--- config.mk ---
export PLATFORM = sky130hd
export DESIGN_NAME = ram_arbiter
export DESIGN_NICKNAME = d
export VERILOG_FILES = /design/src/rtl/ram_arbiter_pkg.sv /design/src/rtl/ram_arb_pick.sv /design/src/rtl/ram_arbiter.sv
export SDC_FILE = /design/constraint.sdc
export NUM_CORES = 1
export LEC_CHECK = 0
export CORE_AREA = 2 2 120 122
export CTS_CLUSTER_SIZE = 25
export DETAILED_ROUTE_END_ITERATION = 10
export DIE_AREA = 0 0 122 124
export PLACE_DENSITY = 0.53
export SYNTH_ARGS = -nofsm -noshare
export SYNTH_HDL_FRONTEND = slang
export SYNTH_SLANG_ARGS = --single-unit
--- constraint.sdc ---
create_clock -name clk -period 2.1 [get_ports clk]
set_input_delay 0.315 -clock clk [delete_from_list [all_inputs] [get_ports clk]]
set_output_delay 0.315 -clock clk [all_outputs]
set_load 0.02 [all_outputs]
--- src/rtl/ram_arbiter_pkg.sv ---
// Shared encodings for the data_ram arbiter: FSM states, master IDs, reset level.
package ram_arbiter_pkg;

  localparam int unsigned REG_BUS_W = 32;
  localparam int unsigned SEL_BUS_W = REG_BUS_W / 8;

  localparam logic RST_ENABLE = 1'b1;

  localparam logic [1:0] ARB_IDLE   = 2'b00;
  localparam logic [1:0] ARB_GNT_M0 = 2'b01;
  localparam logic [1:0] ARB_GNT_M1 = 2'b10;

  localparam logic ARB_M0 = 1'b0;
  localparam logic ARB_M1 = 1'b1;

  function automatic logic [1:0] gnt_state(input logic id);
    return (id == ARB_M1) ? ARB_GNT_M1 : ARB_GNT_M0;
  endfunction

endpackage

--- src/rtl/ram_arb_pick.sv ---
// Two-way grant selection from eligibility and the last-granted master.
// RAM_ARB_CPU_PRIO_EN selects fixed M0 priority instead of round-robin.
module ram_arb_pick
  import ram_arbiter_pkg::*;
(
  input  logic elig0,
  input  logic elig1,
  input  logic last_gnt,
  output logic gnt_vld_c,
  output logic gnt_id_c
);

`ifdef RAM_ARB_CPU_PRIO_EN
  logic unused_last_gnt;
  assign unused_last_gnt = last_gnt;

  always_comb begin
    gnt_vld_c = elig0 | elig1;
    gnt_id_c  = elig0 ? ARB_M0 : ARB_M1;
  end
`else
  // On a tie the master that was not granted last wins.
  always_comb begin
    gnt_vld_c = elig0 | elig1;
    gnt_id_c  = elig0 ? ARB_M0 : ARB_M1;
    if (elig0 && elig1) begin
      gnt_id_c = (last_gnt == ARB_M0) ? ARB_M1 : ARB_M0;
    end
  end
`endif

endmodule

--- src/rtl/ram_arbiter.sv ---
// Two-master single-slave data_ram arbiter with registered single-cycle grants.
// Optional build macro: RAM_ARB_CPU_PRIO_EN (fixed CPU priority, handled in ram_arb_pick).
module ram_arbiter
  import ram_arbiter_pkg::*;
#(
  parameter int unsigned ADDR_W = REG_BUS_W,
  parameter int unsigned DATA_W = REG_BUS_W,
  parameter int unsigned SEL_W  = SEL_BUS_W
) (
  input  logic              clk,
  input  logic              rst,
  input  logic              m0_ce_i,
  input  logic              m0_we_i,
  input  logic [ADDR_W-1:0] m0_addr_i,
  input  logic [SEL_W-1:0]  m0_sel_i,
  input  logic [DATA_W-1:0] m0_data_i,
  output logic [DATA_W-1:0] m0_data_o,
  output logic              m0_ack_o,
  output logic              m0_stall_o,
  input  logic              m1_ce_i,
  input  logic              m1_we_i,
  input  logic [ADDR_W-1:0] m1_addr_i,
  input  logic [SEL_W-1:0]  m1_sel_i,
  input  logic [DATA_W-1:0] m1_data_i,
  output logic [DATA_W-1:0] m1_data_o,
  output logic              m1_ack_o,
  output logic              ram_ce_o,
  output logic              ram_we_o,
  output logic [ADDR_W-1:0] ram_addr_o,
  output logic [SEL_W-1:0]  ram_sel_o,
  output logic [DATA_W-1:0] ram_data_o,
  input  logic [DATA_W-1:0] ram_data_i
);

  logic [1:0] state;
  logic [1:0] state_nxt;
  logic       last_gnt;
  logic       elig0;
  logic       elig1;
  logic       gnt_vld;
  logic       gnt_id;

  // A master acked this cycle (ce high while granted) is not eligible next cycle.
  assign elig0 = m0_ce_i & (state != ARB_GNT_M0);
  assign elig1 = m1_ce_i & (state != ARB_GNT_M1);

  ram_arb_pick u_pick (
    .elig0     (elig0),
    .elig1     (elig1),
    .last_gnt  (last_gnt),
    .gnt_vld_c (gnt_vld),
    .gnt_id_c  (gnt_id)
  );

  always_ff @(posedge clk) begin
    if (rst == RST_ENABLE) begin
      state    <= ARB_IDLE;
      last_gnt <= ARB_M1;
    end else begin
      state <= state_nxt;
      if (gnt_vld) begin
        last_gnt <= gnt_id;
      end
    end
  end

  always_comb begin
    state_nxt  = ARB_IDLE;
    ram_ce_o   = 1'b0;
    ram_we_o   = 1'b0;
    ram_addr_o = '0;
    ram_sel_o  = '0;
    ram_data_o = '0;
    m0_ack_o   = 1'b0;
    m1_ack_o   = 1'b0;
    m0_data_o  = ram_data_i;
    m1_data_o  = ram_data_i;

    if (gnt_vld) begin
      state_nxt = gnt_state(gnt_id);
    end

    case (state)
      ARB_GNT_M0: begin
        ram_ce_o   = m0_ce_i;
        ram_we_o   = m0_we_i;
        ram_addr_o = m0_addr_i;
        ram_sel_o  = m0_sel_i;
        ram_data_o = m0_data_i;
        m0_ack_o   = m0_ce_i;
      end
      ARB_GNT_M1: begin
        ram_ce_o   = m1_ce_i;
        ram_we_o   = m1_we_i;
        ram_addr_o = m1_addr_i;
        ram_sel_o  = m1_sel_i;
        ram_data_o = m1_data_i;
        m1_ack_o   = m1_ce_i;
      end
      default: ;
    endcase

    m0_stall_o = m0_ce_i & ~m0_ack_o;

    // Reset blanks everything immediately so an in-flight write never commits.
    if (rst == RST_ENABLE) begin
      ram_ce_o   = 1'b0;
      ram_we_o   = 1'b0;
      ram_addr_o = '0;
      ram_sel_o  = '0;
      ram_data_o = '0;
      m0_ack_o   = 1'b0;
      m1_ack_o   = 1'b0;
      m0_stall_o = 1'b0;
      m0_data_o  = '0;
      m1_data_o  = '0;
    end
  end

endmodule

* Yosys cells after proc, flatten, opt, wreduce, memory -nomap -nowiden *
Index checks and enable logic that the tools add are counted.

word-level totals
  register bits = 3
  input bits = 174
  output and inout bits = 137

operators by class
  eq/ne operators = 4
  muxes and demuxes = 20
  bitwise gates (word level) = 6
  reductions and logical operators = 2

operator list
  cell                                                   count
  one-hot mux 32 bit (2 select lines)                    2
  two-way mux 32 bit                                     3
  two-way mux 1 bit                                      10
  one-hot mux 4 bit (2 select lines)                     1
  two-way mux 4 bit                                      1
  one-hot mux 1 bit (2 select lines)                     2
  AND 1 bit                                              3
  equality test 2 x 1 -> 1 bit, second input constant    1
  equality test 2 bit, second input constant             1
  two-way mux 2 bit                                      1
  inequality test 2 x 1 -> 1 bit, second input constant  1
  inequality test 2 bit, second input constant           1
  inverter 1 bit                                         2
  OR reduction 2 bit                                     1
  logical AND 1 bit                                      1
  OR 1 bit                                               1

* Longest topological paths before layout *
  word-level depth = 5
  gate-level depth with buffers = 6
  gate-level depth less buffers = 4

* Hierarchy *
From an unflattened synthesis, not the netlist that was laid out.

second synthesis, totals
  cells, all modules = 254
  area, all modules = 1,592.8 sq um

modules (own cells, without submodules)
  module        instances  cells an instance  area an instance (sq um)  sequential area each (sq um)
  ram_arbiter   1          251                1,577.8                   60.1
  ram_arb_pick  1          3                  15.0                      0.0

* Least setup slack after synthesis *
Ideal clock, no wire load.

  kind = reg-to-output
  from = reg state[0]
  to = out ram_addr_o[31]
  arrival = 1,419 ps
  setup slack = 366 ps
  cell stages (with the launch flop) = 7
  path through = dfxtp_1 inv_1 ha_1 or2_1 buf_6 buf_6 nor2_1

between the ends
  cells in the longest elaborated chain, start to end = 3
  elaborated cells on any way between the ends = 4
  those cells by class = eq/ne (2); mux (2)

RTL lines
  item                                                                 line                RTL
  from (decl)                                                          ram_arbiter.sv:35   logic [1:0] state;
  from (signal assigned)                                               ram_arbiter.sv:60   state <= state_nxt;
  equality test 2 bit or equality test 2 x 1 -> 1 bit (tied branches)  ram_arbiter.sv:83   case (state)
  one-hot mux 32 bit (2 select lines) (*)                              ram_arbiter.sv:83
  two-way mux 32 bit (*)                                               ram_arbiter.sv:106  if (rst == RST_ENABLE) begin
  to (decl)                                                            ram_arbiter.sv:29   output logic [ADDR_W-1:0] ram_addr_o,

Mark *: on every way between the ends. The rest lies on a longest branch, timed or not.

* Worst setup path after layout *
  from = reg state[0]
  to = out ram_addr_o[29]

Same word-level chain as after synthesis.

==> flow_summary.ini <==
[outcome]
status = finished, final reports clean

[critical_path]
worstReg2RegEnd = last_gnt
reg2regPathDepth = 4
crit_cells = 6
cp_max_fo = 35
max_stage_delay_ns = 0.34
crit_path_end = ram_addr_o[29]
slowest_stage = or2_2
cp_cell_sequence = inv_1 -> ha_2 -> or2_2 -> buf_12 -> nor2_1 -> buf_2
r2r-start = state[0]
crit_arrival_ns = 1.71
cp.required_ns = 1.78
end_kind = output port
start_kind = flop
critical_path_class = reg -> out
reg2reg_slack_ns = 0.89
path_buf_inv = 3
startpoint = state[0]
crit_family = simple AND/OR/NAND/NOR gates

[synth]
ys.flop_type = dfxtp_1
synthCells = 251
synth_top_area_share_pct = 32.60
syn_area_um2 = 1589
ys_seq_elements = 3
syn-num-nets = 428
yosysWarnings = 0
synth_area_leaders = a22oi_1, nor2_1, buf_4
ys_top_cells_by_count = nor2_1, a22oi_1, buf_4, nor2b_1, buf_2
syn_avg_cell_area_um2 = 6.331
synth_top_cell_by_area = a22oi_1
synthArstFlopShare_pct = 0
synth_seq_area_share_pct = 3.780
synth_edf_count = 0
yosysMostFrequentCell = nor2_1
ys_types = 19

[route]
post-route-drc-count = 0
num_vias = 2860
wl_per_cell_um = 15.12
post_drt_via_cell_ratio = 4.086
drtIter0Drc = 78
wl_um = 10590
ant_nets = 0
drtPass1Iterations = 4

[clocking]
clkTransAtPathRegs_ns = 0.03
post_cts_buffers = 0
clock-sinks = 3
cts-buffers-inserted = 3
insertion_delay_ns = 0.22
cts_tree = yes
cts_root_buf = clkbuf_16
clockBufferDepth = 2
cts_max_level = 1

[power]
swShare_pct = 34.89
p_total_mw = 1.214
intPower_mw = 0.7902
powerDensity_nw_per_um2 = 279.8
ir_worst_vdd_v = 0.0001744
p_clk_share_pct = 24.7
pwr-share-seq_pct = 5.3
p_sw_mw = 0.4234
power.leakage_nw = 1.970
combPwrFrac_pct = 70.0

[layout]
design_area_um2 = 4338
final_nets = 697
fillers = 1527
layout-drive-gt1-share_pct = 17.73
multi_input_area_um2 = 1105
seqCellArea_um2 = 60.06
area_growth_pct = 173.0

[floorplan]
fp.dieH_um = 124
initial_utilization_pct = 11.58
die_area_um2 = 15130
io_pins = 311
die_w_um = 122
rows = 43
core_um2 = 13720

[global_route]
grt_pass1_vias = 2889
grt_overflow_total = 0
grt_use_total_pct = 12.33
grt_pass1_wl_um = 14930
grt_antenna_before_repair = 1
grt_max_degree = 39

[placed_design]
placed_area_um2 = 4678
globalplace.congestion = 0.8334
place.detailed.hpwl_um = 8472
io_buffers = 310
dpl_worst_slack_ns = -0.3134

[timing]
relSlewSlack_pct = 80.05
drv_slew = 0
fin_setup_tns_ns = 0
final.setup_skew_ns = 0.001117
fin_ws_ns = 0.07330
period_share_pct = 96.51
finalCriticalPeriod_ns = 2.027
fmax_mhz = 493.4
worstMarginPinSlew_ns = 0.2987
rsz0062_at_grt = no
setup_viol = 0
hold_viol = 0

[hold_path]
hold_class = reg -> reg

[run]
cap_violations = 0
[worst min path at each step]
stage,start,end,cells after the start
after floorplan,last_gnt,last_gnt,1
after global placement,last_gnt,last_gnt,1
after detailed placement,last_gnt,last_gnt,1
after CTS,last_gnt,last_gnt,1
after global routing,last_gnt,last_gnt,1
final,last_gnt,last_gnt,1
[cells in the final DEF (no fill, tap or decap), drive strengths merged, types with 2 or more instances in the layout]
cell type	Yosys	layout
nand2	2	2
clkdlybuf4s50	0	173
dfxtp	3	3
buf	53	84
nor2	72	72
inv	2	2
nor2b	32	32
clkbuf	7	4
dlymetal6s2s	0	2
a22oi	69	69
ha	3	3
dlygate4sd2	0	65
[worst register-to-register path: stages, from the launching register on]
cell and delay, ns:
dfxtp_1 0.30, buf_4 0.13, ha_1 0.20, nand2b_1 0.18, a211o_1 0.29
[metal layers]
| metal | GRT usage (%) | share of wire [%] | vias up |
|---|---|---|---|
| met5 | 0 | 0 | - |
| met3 | 3.755 | 11 | 8 |
| met4 | 2.371 | 0.94 | 0 |
| met1 | 13.58 | 37 | 1298 |
| li1 | - | - | 1378 |
| met2 | 23.36 | 51 | 176 |
[power by group through the flow]
stage	Sequential [mW]	Combinational, mW	Clock [mW]
2_1_floorplan	0.0648	0.395	0
3_3_place_gp	0.0648	0.927	0
3_5_place_dp	0.0652	0.927	0
4_1_cts	0.0645	0.873	0.304
5_1_grt	0.0651	0.912	0.309
6_report	0.0646	0.850	0.299
[layout make-up]
type | instances | share of cell area, %
tap | 180 | 5.192
antenna | 1 | 0.05769
multi-input combinational | 186 | 25.47
inverter | 2 | 0.1731
timing repair buffer | 324 | 65.91
sequential | 3 | 1.384
clock buffer | 4 | 1.817
[repair_timing]
action | in CTS | in global routing
hold buffers | 0 | 0
gates resized for setup | 296 | 47
endpoints found under the setup margin | 134 | 47
[cell families after synthesis]
group           count (synthesis)  synth area share [%]
fa+ha+maj                       3                 2.362
flops                           3                 3.780
buf+inv                        62                 27.01
simple gates                  112                 33.15
compound gates                 71                 33.70
[registers in the layout, summed over array words and instances (netlist names)]
name / cells
state: 2
last_gnt: 1
[per-stage QoR]
stage / utilization, % / std cells / hold WS [ns]
after floorplan: - / 251 / 0.4525
after global placement: 34.10 / 695 / 0.4621
after detailed placement: 34.10 / 695 / 0.4931
after CTS: 33.62 / 699 / 0.5019
after global routing: 31.60 / 699 / 0.5493
final: 31.62 / 700 / 0.5104
No activity file was read; power rests on OpenSTA's default activity.
